[src/rtl/wb_arbiter_if.sv]
// Writeback arbiter bundle: three producer result ports, their stalls, flush and the writeback bus.
// The slave modport is the arbiter's view; master is the producers'/ROB side.
interface wb_arbiter_if;
    logic        scalu_valid;
    logic        scalu_error;
    logic [4:0]  scalu_ecause;
    logic [6:0]  scalu_robid;
    logic [5:0]  scalu_rd;
    logic [31:0] scalu_result;

    logic        mcalu_valid;
    logic        mcalu_error;
    logic [4:0]  mcalu_ecause;
    logic [6:0]  mcalu_robid;
    logic [5:0]  mcalu_rd;
    logic [31:0] mcalu_result;

    logic        lsq_valid;
    logic        lsq_error;
    logic [4:0]  lsq_ecause;
    logic [6:0]  lsq_robid;
    logic [5:0]  lsq_rd;
    logic [31:0] lsq_result;

    logic        rob_flush;

    logic        wb_scalu_stall;
    logic        wb_mcalu_stall;
    logic        wb_lsq_stall;

    logic        wb_valid;
    logic        wb_error;
    logic [4:0]  wb_ecause;
    logic [6:0]  wb_robid;
    logic [5:0]  wb_rd;
    logic [31:0] wb_result;

    modport slave (
        input  scalu_valid, scalu_error, scalu_ecause, scalu_robid, scalu_rd, scalu_result,
        input  mcalu_valid, mcalu_error, mcalu_ecause, mcalu_robid, mcalu_rd, mcalu_result,
        input  lsq_valid, lsq_error, lsq_ecause, lsq_robid, lsq_rd, lsq_result,
        input  rob_flush,
        output wb_scalu_stall, wb_mcalu_stall, wb_lsq_stall,
        output wb_valid, wb_error, wb_ecause, wb_robid, wb_rd, wb_result
    );

    modport master (
        output scalu_valid, scalu_error, scalu_ecause, scalu_robid, scalu_rd, scalu_result,
        output mcalu_valid, mcalu_error, mcalu_ecause, mcalu_robid, mcalu_rd, mcalu_result,
        output lsq_valid, lsq_error, lsq_ecause, lsq_robid, lsq_rd, lsq_result,
        output rob_flush,
        input  wb_scalu_stall, wb_mcalu_stall, wb_lsq_stall,
        input  wb_valid, wb_error, wb_ecause, wb_robid, wb_rd, wb_result
    );
endinterface

[src/rtl/wb_arbiter.sv]
// Writeback arbiter: merges scalu/mcalu/lsq results onto one writeback bus (WB_RR_EN: round-robin, else lsq > mcalu > scalu).
// Latency: one cycle from grant to wb_valid; one result per cycle.
// Backpressure: losing producers see a combinational stall and hold; the writeback bus itself is never stalled.
module wb_arbiter (
    input logic         clk,
    input logic         rst,
    wb_arbiter_if.slave bus
);
    typedef struct packed {
        logic        error;
        logic [4:0]  ecause;
        logic [6:0]  robid;
        logic [5:0]  rd;
        logic [31:0] result;
    } wb_fields_t;

    // Bit order of vld/grant matches the source index: 0 scalu, 1 mcalu, 2 lsq.
    logic [2:0] vld;
    logic [2:0] grant;
    wb_fields_t src_scalu, src_mcalu, src_lsq;
    wb_fields_t sel_f;
    wb_fields_t wb_q;
    logic       wb_valid_q;

    assign vld = {bus.lsq_valid, bus.mcalu_valid, bus.scalu_valid};

    assign src_scalu = {bus.scalu_error, bus.scalu_ecause, bus.scalu_robid, bus.scalu_rd, bus.scalu_result};
    assign src_mcalu = {bus.mcalu_error, bus.mcalu_ecause, bus.mcalu_robid, bus.mcalu_rd, bus.mcalu_result};
    assign src_lsq   = {bus.lsq_error, bus.lsq_ecause, bus.lsq_robid, bus.lsq_rd, bus.lsq_result};

`ifdef WB_RR_EN
    logic [1:0] last;

    // Search starts just after the last winner, wrapping through 0..2.
    always_comb begin
        grant = 3'b000;
        if (!bus.rob_flush) begin
            case (last)
                2'd0: begin
                    if (vld[1])      grant = 3'b010;
                    else if (vld[2]) grant = 3'b100;
                    else if (vld[0]) grant = 3'b001;
                end
                2'd1: begin
                    if (vld[2])      grant = 3'b100;
                    else if (vld[0]) grant = 3'b001;
                    else if (vld[1]) grant = 3'b010;
                end
                default: begin
                    if (vld[0])      grant = 3'b001;
                    else if (vld[1]) grant = 3'b010;
                    else if (vld[2]) grant = 3'b100;
                end
            endcase
        end
    end

    always_ff @(posedge clk) begin
        if (rst) begin
            last <= 2'd2;
        end else if (grant[0]) begin
            last <= 2'd0;
        end else if (grant[1]) begin
            last <= 2'd1;
        end else if (grant[2]) begin
            last <= 2'd2;
        end
    end
`else
    always_comb begin
        grant = 3'b000;
        if (!bus.rob_flush) begin
            if (vld[2])      grant = 3'b100;
            else if (vld[1]) grant = 3'b010;
            else if (vld[0]) grant = 3'b001;
        end
    end
`endif

    assign bus.wb_scalu_stall = vld[0] & ~grant[0];
    assign bus.wb_mcalu_stall = vld[1] & ~grant[1];
    assign bus.wb_lsq_stall   = vld[2] & ~grant[2];

    always_comb begin
        sel_f = src_scalu;
        if (grant[1]) sel_f = src_mcalu;
        if (grant[2]) sel_f = src_lsq;
    end

    // Fields only load on a grant so idle cycles keep the last written-back values.
    always_ff @(posedge clk) begin
        if (rst) begin
            wb_valid_q <= 1'b0;
            wb_q       <= '0;
        end else begin
            wb_valid_q <= |grant;
            if (|grant) begin
                wb_q <= sel_f;
            end
        end
    end

    assign bus.wb_valid  = wb_valid_q;
    assign bus.wb_error  = wb_q.error;
    assign bus.wb_ecause = wb_q.ecause;
    assign bus.wb_robid  = wb_q.robid;
    assign bus.wb_rd     = wb_q.rd;
    assign bus.wb_result = wb_q.result;
endmodule

[src/flat_wrapper.sv]
// flat-port wrapper written by rule: the top's interface ports become plain ports
module wb_arbiter_flat 
  (clk, rst, bus_scalu_valid, bus_scalu_error, bus_scalu_ecause, bus_scalu_robid, bus_scalu_rd, bus_scalu_result, bus_mcalu_valid, bus_mcalu_error, bus_mcalu_ecause, bus_mcalu_robid, bus_mcalu_rd, bus_mcalu_result, bus_lsq_valid, bus_lsq_error, bus_lsq_ecause, bus_lsq_robid, bus_lsq_rd, bus_lsq_result, bus_rob_flush, bus_wb_scalu_stall, bus_wb_mcalu_stall, bus_wb_lsq_stall, bus_wb_valid, bus_wb_error, bus_wb_ecause, bus_wb_robid, bus_wb_rd, bus_wb_result);
  wb_arbiter_if bus_i ();
  input logic clk;
  input logic rst;
  input wire logic [$bits(bus_i.scalu_valid)-1:0] bus_scalu_valid;
  input wire logic [$bits(bus_i.scalu_error)-1:0] bus_scalu_error;
  input wire logic [$bits(bus_i.scalu_ecause)-1:0] bus_scalu_ecause;
  input wire logic [$bits(bus_i.scalu_robid)-1:0] bus_scalu_robid;
  input wire logic [$bits(bus_i.scalu_rd)-1:0] bus_scalu_rd;
  input wire logic [$bits(bus_i.scalu_result)-1:0] bus_scalu_result;
  input wire logic [$bits(bus_i.mcalu_valid)-1:0] bus_mcalu_valid;
  input wire logic [$bits(bus_i.mcalu_error)-1:0] bus_mcalu_error;
  input wire logic [$bits(bus_i.mcalu_ecause)-1:0] bus_mcalu_ecause;
  input wire logic [$bits(bus_i.mcalu_robid)-1:0] bus_mcalu_robid;
  input wire logic [$bits(bus_i.mcalu_rd)-1:0] bus_mcalu_rd;
  input wire logic [$bits(bus_i.mcalu_result)-1:0] bus_mcalu_result;
  input wire logic [$bits(bus_i.lsq_valid)-1:0] bus_lsq_valid;
  input wire logic [$bits(bus_i.lsq_error)-1:0] bus_lsq_error;
  input wire logic [$bits(bus_i.lsq_ecause)-1:0] bus_lsq_ecause;
  input wire logic [$bits(bus_i.lsq_robid)-1:0] bus_lsq_robid;
  input wire logic [$bits(bus_i.lsq_rd)-1:0] bus_lsq_rd;
  input wire logic [$bits(bus_i.lsq_result)-1:0] bus_lsq_result;
  input wire logic [$bits(bus_i.rob_flush)-1:0] bus_rob_flush;
  output wire logic [$bits(bus_i.wb_scalu_stall)-1:0] bus_wb_scalu_stall;
  output wire logic [$bits(bus_i.wb_mcalu_stall)-1:0] bus_wb_mcalu_stall;
  output wire logic [$bits(bus_i.wb_lsq_stall)-1:0] bus_wb_lsq_stall;
  output wire logic [$bits(bus_i.wb_valid)-1:0] bus_wb_valid;
  output wire logic [$bits(bus_i.wb_error)-1:0] bus_wb_error;
  output wire logic [$bits(bus_i.wb_ecause)-1:0] bus_wb_ecause;
  output wire logic [$bits(bus_i.wb_robid)-1:0] bus_wb_robid;
  output wire logic [$bits(bus_i.wb_rd)-1:0] bus_wb_rd;
  output wire logic [$bits(bus_i.wb_result)-1:0] bus_wb_result;
  assign bus_i.scalu_valid = bus_scalu_valid;
  assign bus_i.scalu_error = bus_scalu_error;
  assign bus_i.scalu_ecause = bus_scalu_ecause;
  assign bus_i.scalu_robid = bus_scalu_robid;
  assign bus_i.scalu_rd = bus_scalu_rd;
  assign bus_i.scalu_result = bus_scalu_result;
  assign bus_i.mcalu_valid = bus_mcalu_valid;
  assign bus_i.mcalu_error = bus_mcalu_error;
  assign bus_i.mcalu_ecause = bus_mcalu_ecause;
  assign bus_i.mcalu_robid = bus_mcalu_robid;
  assign bus_i.mcalu_rd = bus_mcalu_rd;
  assign bus_i.mcalu_result = bus_mcalu_result;
  assign bus_i.lsq_valid = bus_lsq_valid;
  assign bus_i.lsq_error = bus_lsq_error;
  assign bus_i.lsq_ecause = bus_lsq_ecause;
  assign bus_i.lsq_robid = bus_lsq_robid;
  assign bus_i.lsq_rd = bus_lsq_rd;
  assign bus_i.lsq_result = bus_lsq_result;
  assign bus_i.rob_flush = bus_rob_flush;
  assign bus_wb_scalu_stall = bus_i.wb_scalu_stall;
  assign bus_wb_mcalu_stall = bus_i.wb_mcalu_stall;
  assign bus_wb_lsq_stall = bus_i.wb_lsq_stall;
  assign bus_wb_valid = bus_i.wb_valid;
  assign bus_wb_error = bus_i.wb_error;
  assign bus_wb_ecause = bus_i.wb_ecause;
  assign bus_wb_robid = bus_i.wb_robid;
  assign bus_wb_rd = bus_i.wb_rd;
  assign bus_wb_result = bus_i.wb_result;
  wb_arbiter u_core (.clk(clk), .rst(rst), .bus(bus_i));
endmodule
[config.mk]
export PLATFORM = sky130hd
export DESIGN_NAME = wb_arbiter_flat
export DESIGN_NICKNAME = d
export VERILOG_FILES = /design/src/rtl/wb_arbiter_if.sv /design/src/rtl/wb_arbiter.sv /design/src/flat_wrapper.sv
export SDC_FILE = /design/constraint.sdc
export NUM_CORES = 1
export LEC_CHECK = 0
export ABC_AREA = 1
export CORE_AREA = 2 2 121 123
export DETAILED_ROUTE_END_ITERATION = 8
export DIE_AREA = 0 0 123 125
export PLACE_DENSITY = 0.57
export RECOVER_POWER = 50
export SYNTH_ARGS = -nofsm -noshare
export SYNTH_HDL_FRONTEND = slang
export SYNTH_SLANG_ARGS = --single-unit
[constraint.sdc]
create_clock -name clk -period 1.1 [get_ports clk]
set_input_delay 0.11 -clock clk [delete_from_list [all_inputs] [get_ports clk]]
set_output_delay 0.11 -clock clk [all_outputs]
set_load 0.02 [all_outputs]
* Word level (Yosys, flattened, before mapping)
Cells that the tools add are included.
** Operators by class
- Reductions and logical operators :: 1
- Bitwise logic cells :: 6
- Muxes and demuxes :: 6
** Operators with widths (count)
- 51-bit 2-to-1 mux :: 2
- 3-bit 2-to-1 mux :: 3
- 1-bit bitwise AND :: 3
- 1-bit NOT :: 3
- 3-bit OR reduction :: 1
- 1-bit 2-to-1 mux :: 1
** Storage, ports and cells
- Word-level logic and storage cells :: 19
- Flip-flop bits (word level) :: 52

* Depth between registers and ports, before layout
Gate-level depths: netlist of run 1.
- Word-level depth :: 6
- Mapped depth :: 8

* Worst setup path before layout of run 1
No wires, ideal clock.
- Path kind :: in2out
- Start :: in bus_mcalu_valid
- End :: out bus_wb_scalu_stall
- Required time :: 0.990 ns
- Path slack :: -0.027 ns
- Arrival :: 1.017 ns
- Buffers on the path :: 2
- Cell stages on the path :: 4
- Cells stage by stage :: buf_2 > clkbuf_1 > inv_1 > a21oi_1
** Between the ends
- Longest elaborated chain between the ends :: 5
** RTL lines
- start, declared :: line flat_wrapper.sv:13 : input wire logic [$bits(bus_i.mcalu_valid)-1:0] bus_mcalu_valid;
- 3-bit 2-to-1 mux :: line wb_arbiter.sv:74 : else if (vld[1]) grant = 3'b010;
- 3-bit 2-to-1 mux :: line wb_arbiter.sv:73 : if (vld[2]) grant = 3'b100;
- 3-bit 2-to-1 mux :: line wb_arbiter.sv:72 : if (!bus.rob_flush) begin
- 1-bit NOT :: line wb_arbiter.sv:80 : assign bus.wb_scalu_stall = vld[0] & ~grant[0];
- 1-bit bitwise AND :: line wb_arbiter.sv:80
- end, declared :: line flat_wrapper.sv:26 : output wire logic [$bits(bus_i.wb_scalu_stall)-1:0] bus_wb_scalu_stall;
Every way passes these cells.

* Final worst setup path of run 1
- Start :: reg u_core.wb_q, in the netlist u_core.bus.wb_result[31]
- End :: out bus_wb_result[31]
** RTL lines
- start, declared :: line wb_arbiter.sv:22 : wb_fields_t wb_q;
- start signal, assigned :: line wb_arbiter.sv:98 : wb_q <= sel_f;
- end, declared :: line flat_wrapper.sv:34 : output wire logic [$bits(bus_i.wb_result)-1:0] bus_wb_result;
No word-level cell between the ends.

==> metrics, run 1 <==
outcome finished clean; Max-Cap Viols 0; gate count after technology mapping 583; placer congestion estimate 0.818; CP Launch Type flop; initial drt markers 267; final design utilization 0.444; Tmin final 1.08 ns; number of port buffers 213; CTS Buf Count 5; slew margin rel. 0.721; VDD IR max 0.587 mV; number of buffers on the longest clock path 2; I/O Pins 214; PwrDens 911 nW/µm²; CP delay by family, top buffers and inverters; hold crit path type input port to flop; Arr. time, crit path 0.97 ns; routed via count 4515; total grt overflow 0; Hold Buf Count CTS 0; Post-Syn Area 3470 µm²; clock sink count 52; internal power 3.98 mW; Core Area 14200 µm²; NetSw 1.75 mW; share of layout cells above drive strength 1 0.110; vias in the first global route 4385; Pleak 3.12 nW; Final Setup Violations 0; met3 WL post-DR 1.31 mm; Hold Fails Final Rpt 0; top cell type's share of synthesized area 0.300; highest layer used for signal routing met4; Flop pwr share 0.370; drt pass-1 iters 4; Die Area 15400 µm²; clk slew on worst S/H paths 0.07 ns; most common cell after layout, fill and taps aside clkdlybuf4s50_1; Die W 123 µm; dpl cells 961; fin worst setup slack 0.0242 ns; CP required 0.99 ns; Clock Latency Late Sink 0.29 ns; fin cells 983; M1 wire length 5.84 mm; Root Driver clkbuf_16; CTS tree done; Synth Register Bits 52; antenna-violating nets left 0; Synth area leader dfxtp_1; Mean Syn Cell Area 5.96 µm²; synthesis-to-layout area growth 81.4%; hold_ws 0.443 ns; Layout fillers 1451; All-Layer GR Usage 0.182; crit-path max cell delay 0.34 ns; antenna violations before repair 0; initial core utilization 0.245; drt wl/cell 14.7 µm; clock share of power 0.267; switch share 0.306; pin count of the biggest net entering global routing 35; met2 routed WL 7.01 mm; worst slew pin tran 0.418 ns; Synth Net Count 742; placed wire-length estimate 9.83 mm; register area 1040 µm²; Max Freq 930 MHz; unrepaired setup endpoints after global routing no; worst path bufs/invs 1; Worst path slowest cell dlygate4sd2_1; clock skew 0 ns; crit end category output pin; area of the multi-input gates 1950 µm²; first-pass GRT wire length 22.2 mm; synth top area cells dfxtp_1 30%, nand3_1 18%, nand2_1 14%, inv_1 9.5%, a21oi_1 8.2%; Yosys warning count 0; Setup CP Type flop to output pin; Die Span Y 125 µm; DP Worst Slack -0.590 ns; post-synthesis sequential area ratio 0.300; row cnt 44; # diodes 0; drt total wl 14.4 mm; # H-tree levels 2; CP max FO 2; max-slew violations 0; Unique masters post-synth 17; Cell Chain, Critical Path dlygate4sd2_1; most frequent cells in the layout 154 x clkdlybuf4s50_1, 127 x nand2_1, 125 x nand3_1; NumNets Final 958; Combinational Power Share 0.363; mean number of vias per cell 4.59; drt drc 0; final worst-path cycle share 0.978
==> metrics by stage <==
stage	area, µm²	total power [mW]	setup TNS (ns)
after global placement	5970	4.25	-27.80
after detailed placement	5970	4.27	-30.00
after global routing	6300	6.08	0
after floorplan	3480	3.08	0
final	6300	5.74	0
after CTS	6310	5.80	0
==> metal layers <==
| layer | vias to the layer above | track usage |
|---|---|---|
| li1 | 2269 | - |
| met1 | 2046 | 0.209 |
| met2 | 181 | 0.327 |
| met3 | 19 | 0.0497 |
| met4 | 0 | 0.0481 |
| met5 | - | 0 |
==> power by group through the flow <==
stage | Sequential [mW] | Combinational (mW) | Clock [mW]
global placement | 2.16 | 2.08 | 0
floorplan | 2.36 | 0.720 | 0
finish | 2.13 | 2.08 | 1.53
CTS | 2.12 | 2.10 | 1.58
detailed placement | 2.17 | 2.10 | 0
global route | 2.14 | 2.27 | 1.67
==> worst paths after layout <==
| check | slack [ns] | cells past startpoint | to | from |
|---|---|---|---|---|
| hold reg to reg | 0.45 | 2 | u_core.bus.wb_result[18]$_SDFFE_PP0P_ | u_core.bus.wb_result[18]$_SDFFE_PP0P_ |
| setup / recovery | 0.02 | 1 | bus_wb_result[31] | u_core.bus.wb_result[31]$_SDFFE_PP0P_ |
| setup reg to reg | 0.40 | 3 | u_core.bus.wb_result[26]$_SDFFE_PP0P_ | u_core.bus.wb_result[26]$_SDFFE_PP0P_ |
| hold / removal | 0.44 | 6 | u_core.bus.wb_valid$_SDFF_PP0_ | bus_lsq_valid |
==> area by class of cell <==
| type | count | area share |
|---|---|---|
| Timing Repair Buffer | 254 | 0.415 |
| Multi-Input combinational cell | 397 | 0.309 |
| Tap cell | 184 | 0.0365 |
| Sequential cell | 52 | 0.165 |
| Clock buffer | 6 | 0.0205 |
| Clock inverter | 1 | 0.000794 |
| Inverter | 89 | 0.0530 |
==> kinds of logic (layout without fill, tap and decap cells) <==
kind of cell | after synthesis | count (layout) | share of synthesized area
AO/OA/AOI/OAI | 59 | 59 | 0.0872
AND/OR/NAND/NOR | 338 | 338 | 0.460
flip-flops | 52 | 52 | 0.300
buffers and inverters | 134 | 350 | 0.153
==> state kept, by name, summed over array words and instances (netlist names) <==
| name | flops |
|---|---|
| u_core.bus.wb_ecause | 5 |
| u_core.bus.wb_error | 1 |
| u_core.bus.wb_rd | 6 |
| u_core.bus.wb_result | 32 |
| u_core.bus.wb_robid | 7 |
| u_core.bus.wb_valid | 1 |
==> Yosys cell counts <==
master and instances:
inv_2 1, nand2_2 1, nand3_1 125, nand2_1 129
a21oi_2 1, or2_0 1, nor2_1 31, clkbuf_1 24
dfxtp_1 52, a21oi_1 57, buf_4 1, inv_1 88
or2_2 22, nand3b_1 28, o21ai_2 1, nor2_4 1
buf_2 20
==> timing repair <==
item,in CTS,in global routing
cloned,6,0
setup endpoints to repair,106,50
resized for setup,77,59
buffers inserted,10,1
pin swaps,4,4
Note: power is estimated with default switching activity, not from simulation.
==> run 2, diff against run 1 <==
Settings changed: CELL_PAD_IN_SITES_DETAIL_PLACEMENT from default to 2, CELL_PAD_IN_SITES_GLOBAL_PLACEMENT from default to 2, CORE_AREA 2 2 121 123 to 2 2 151 153, CTS_CLUSTER_SIZE from default to 25, DIE_AREA 0 0 123 125 to 0 0 153 155, PLACE_DENSITY 0.57 to 0.74.
==> run 2 against run 1 <==
Against the previous run:
- first-iteration DRC count is 53% lower
- flip-flop and latch count stayed put
- non-clock buffer count is 1 lower
- register-to-register slack hardly changed
- clock power is 14% higher
- clock-buffer cell count stayed put
- largest power group is now combinational logic
==> metrics, run 2 (synthesis results as in run 1) <==
unrepaired setup endpoints after global routing yes; Max-Cap Viols 0; Largest register FFs 32; VDD IR max 0.510 mV; worst slew pin tran 0.268 ns; placer congestion estimate 0.731; CTS tree done; reg2reg end u_core.bus.wb_robid[0]$_SDFFE_PP0P_; number of buffers on the longest clock path 2; Hold Startpoint bus_scalu_ecause[4]; DP Worst Slack -0.642 ns; Final Cell Area 6480 µm²; R2R cell count 3; Final Setup Violations 0; switch share 0.323; synthesis-to-layout area growth 86.6%; Die W 153 µm; I/O Pins 214; slew margin rel. 0.821; vias in the first global route 5081; outcome finished clean; dpl cells 1066; fin cells 1084; antenna violations before repair 0; clock sink count 52; NumNets Final 957; hold_ws 0.450 ns; PwrDens 941 nW/µm²; row cnt 55; Die Span Y 155 µm; CTS Buf Count 5; pin count of the biggest net entering global routing 30; hold crit path type input port to flop; Setup CP Type flop to output pin; hold depth 5; CP delay by family, top flip-flops; final worst-path cycle share 0.979; worst path bufs/invs 1; CP max FO 2; antenna-violating nets left 0; routed via count 4623; share of layout cells above drive strength 1 0.173; drt total wl 17.7 mm; total grt overflow 0; max-slew violations 0; # H-tree levels 2; drt wl/cell 16.3 µm; Arr. time, crit path 0.97 ns; placed cell area 6210 µm²; Tmin final 1.08 ns; mean number of vias per cell 4.26; Root Driver clkbuf_16; Layout fillers 2637; placed wire-length estimate 13.4 mm; Worst Hold Endpoint u_core.bus.wb_ecause[4]$_SDFFE_PP0P_; Worst path slowest cell dfxtp_1; Clock Latency Late Sink 0.30 ns; crit end category output pin; crit-path max cell delay 0.34 ns; NetSw 1.97 mW; Core Area 22200 µm²; Flop pwr share 0.349; most common cell after layout, fill and taps aside clkdlybuf4s50_1; first-pass GRT wire length 28.1 mm; fin worst setup slack 0.0230 ns; Worst R2R Setup Slack 0.39 ns; initial core utilization 0.156; CP Launch Type flop; CP required 0.99 ns; setup tns final 0 ns; clock skew 0 ns; Cell Chain, Critical Path clkdlybuf4s15_1; Die Area 23700 µm²; r2r startpoint u_core.bus.wb_robid[0]$_SDFFE_PP0P_; # diodes 0; drt pass-1 iters 4; Combinational Power Share 0.364; Max Freq 928 MHz; clk slew on worst S/H paths 0.08 ns; initial drt markers 125; Hold Fails Final Rpt 0; most frequent cells in the layout 154 x clkdlybuf4s50_1, 126 x nand2_1, 125 x nand3_1; clock share of power 0.287; drt drc 0; Pleak 3.10 nW; critical path depth 1; number of port buffers 213; All-Layer GR Usage 0.149; internal power 4.13 mW
-- run 2: cell types whose count changed in the layout (fill, tap and decap cells not counted), moves of 10 or more --
cell	previous run	this run
clkbuf_1	11	0
clkdlybuf4s15_2	0	18
clkdlybuf4s15_1	32	9
dlygate4sd2_1	11	1
clkbuf_2	4	25
-- run 2: worst max path at each step --
| stage | end | from |
|---|---|---|
| global placement | u_core.bus.wb_result[21]$_SDFFE_PP0P_ | bus_lsq_valid |
| floorplan | u_core.bus.wb_ecause[2]$_SDFFE_PP0P_ | bus_mcalu_valid |
| global route | u_core.bus.wb_ecause[1]$_SDFFE_PP0P_ | bus_rob_flush |
| finish | bus_wb_result[8] | u_core.bus.wb_result[8]$_SDFFE_PP0P_ |
| CTS | u_core.bus.wb_robid[4]$_SDFFE_PP0P_ | bus_lsq_valid |
| detailed placement | u_core.bus.wb_result[20]$_SDFFE_PP0P_ | bus_lsq_valid |
-- run 2: repair_timing --
item	4_1_cts	5_1_grt
cloned	3	0
resized for setup	144	40
pin swaps	7	4
endpoints found under the setup margin	105	69
setup buffers	9	0
hold buffers	0	0
-- run 2: per-layer routing --
metal,track usage,part of all wire,vias to the layer above
met1,0.180,0.44,2203
met5,0,0,-
met3,0.0437,0.063,14
li1,-,-,2265
met2,0.266,0.49,141
met4,0.0260,0.012,0
-- run 2: power by group through the flow --
stage | Clock [mW] | Combinational (mW) | Sequential (mW)
finish | 1.75 | 2.22 | 2.13
floorplan | 0 | 0.720 | 2.36
global route | 1.90 | 2.44 | 2.15
CTS | 1.83 | 2.29 | 2.13
detailed placement | 0 | 2.24 | 2.17
global placement | 0 | 2.21 | 2.17
-- run 2: cell type report --
type,instances,area [µm²],share of cell area
Clock buffer,6,139,0.0214
Multi-Input combinational cell,397,1980,0.305
Inverter,89,334,0.0516
Sequential cell,52,1040,0.161
Timing Repair Buffer,253,2620,0.404
Clock inverter,2,15.0,0.00232
Tap cell,285,357,0.0550
-- run 2: stage by stage --
| stage | total power [mW] | util |
|---|---|---|
| after floorplan | 3.08 | - |
| after global routing | 6.49 | 0.292 |
| final | 6.10 | 0.292 |
| after detailed placement | 4.42 | 0.280 |
| after global placement | 4.38 | 0.280 |
| after CTS | 6.26 | 0.297 |
==> run 3, diff against run 2 <==
Settings changed: RECOVER_POWER 50 to default.
==> run 3 against run 2 <==
Against the previous run:
- total power is essentially flat
- sequential share of layout area unchanged
- combinational power hardly changed
- clock power about the same
- core utilization stayed put
- fmax did not move
- via count stayed put
- non-clock buffer count did not move
- critical path depth unchanged
- clock-buffer cell count stayed put
- final cell count stayed put
- largest cell class unchanged
- largest power group unchanged
==> metrics, run 3 (synthesis results as in run 1) <==
CP delay by family, top flip-flops; Hold Fails Final Rpt 0; most frequent cells in the layout 154 x clkdlybuf4s50_1, 126 x nand2_1, 125 x nand3_1; initial core utilization 0.156; share of layout cells above drive strength 1 0.173; unrepaired setup endpoints after global routing yes; crit end category output pin; clock sink count 52; first-pass GRT wire length 28.1 mm; R2R cell count 3; reg2reg end u_core.bus.wb_robid[0]$_SDFFE_PP0P_; Die Area 23700 µm²; clk slew on worst S/H paths 0.08 ns; Max-Cap Viols 0; max-slew violations 0; initial drt markers 125; I/O Pins 214; All-Layer GR Usage 0.149; row cnt 55; drt drc 0; CTS Buf Count 5; Worst Setup EP bus_wb_result[8]; Worst path slowest cell dfxtp_1; Die W 153 µm; number of port buffers 213; Die Span Y 155 µm; Setup CP Type flop to output pin; outcome finished clean; vias in the first global route 5081; worst slew pin tran 0.268 ns; Hold Startpoint bus_scalu_ecause[4]; most common cell after layout, fill and taps aside clkdlybuf4s50_1; hold crit path type input port to flop; CP max FO 2; final worst-path cycle share 0.979; dpl cells 1066; critical path depth 1; r2r startpoint u_core.bus.wb_robid[0]$_SDFFE_PP0P_; routed via count 4623; Final Setup Violations 0; Pleak 3.10 nW; number of buffers on the longest clock path 2; CTS tree done; antenna-violating nets left 0; Tmin final 1.08 ns; clock skew 0 ns; # diodes 0; mean number of vias per cell 4.26; Worst R2R Setup Slack 0.39 ns; CP Launch Type flop; CP startpoint u_core.bus.wb_result[8]$_SDFFE_PP0P_; CP required 0.99 ns; synthesis-to-layout area growth 86.6%; fin cells 1084; NumNets Final 957; drt wl/cell 16.3 µm; Arr. time, crit path 0.97 ns; Cell Chain, Critical Path clkdlybuf4s15_1; antenna violations before repair 0; Max Freq 928 MHz; PwrDens 941 nW/µm²; total grt overflow 0; Root Driver clkbuf_16; drt total wl 17.7 mm; VDD IR max 0.510 mV; Largest register FFs 32; slew margin rel. 0.821; worst path bufs/invs 1; final design utilization 0.292; hold_ws 0.450 ns; Clock Latency Late Sink 0.30 ns; placer congestion estimate 0.731; # H-tree levels 2; drt pass-1 iters 4; Core Area 22200 µm²; placed wire-length estimate 13.4 mm; crit-path max cell delay 0.34 ns; pin count of the biggest net entering global routing 30
## run 3: changes by cell type in the layout (fill, tap and decap cells not counted), sizes merged
cell and delta:
clkdlybuf4s15 +1, clkdlybuf4s25 -1
## run 3: layout make-up
class	instances	area, µm²
clock buffer	6	139
clock inverter	2	15.0
fill	2637	15700
inverter	89	334
multi-input combinational	397	1980
sequential	52	1040
tap	285	357
timing repair buffer	253	2620
## run 3: how the worst min path moves through the flow
stage,to,slack (ns),cells after the start
after floorplan,u_core.bus.wb_result[20]$_SDFFE_PP0P_,0.29,3
after global placement,u_core.bus.wb_ecause[3]$_SDFFE_PP0P_,0.44,2
after detailed placement,u_core.bus.wb_result[1]$_SDFFE_PP0P_,0.44,2
after CTS,u_core.bus.wb_ecause[4]$_SDFFE_PP0P_,0.45,5
after global routing,u_core.bus.wb_result[28]$_SDFFE_PP0P_,0.48,5
final,u_core.bus.wb_ecause[4]$_SDFFE_PP0P_,0.45,5
## run 3: power by group
| part | switching, mW | leakage, nW | internal (mW) |
|---|---|---|---|
| combinational | 1.05 | 2.60 | 1.17 |
| sequential | 0.0821 | 0.430 | 2.05 |
| clock | 0.841 | 0.0691 | 0.911 |
| total | 1.97 | 3.10 | 4.13 |
## run 3: what timing repair did
action | CTS | global route
pin swaps | 7 | 4
gates cloned | 3 | 0
resized for setup | 144 | 40
hold buffers | 0 | 0
setup endpoints to repair | 105 | 69
buffers inserted | 9 | 0
## run 3: metal layers
| layer | track usage | part of all wire | vias up |
|---|---|---|---|
| met1 | 0.180 | 0.44 | 2203 |
| met5 | 0 | 0 | - |
| met2 | 0.266 | 0.49 | 141 |
| met4 | 0.0260 | 0.012 | 0 |
| li1 | - | - | 2265 |
| met3 | 0.0437 | 0.063 | 14 |
## run 3: through the flow
| step | power [mW] | setup TNS [ns] | worst slack (ns) | instance area (µm²) |
|---|---|---|---|---|
| global route | 6.49 | -0.0380 | -0.0137 | 6480 |
| detailed placement | 4.42 | -31.67 | -0.642 | 6210 |
| global placement | 4.38 | -29.74 | -0.614 | 6210 |
| floorplan | 3.08 | 0 | 0.0129 | 3480 |
| finish | 6.10 | 0 | 0.0230 | 6480 |
| CTS | 6.26 | 0 | 0.00115 | 6600 |
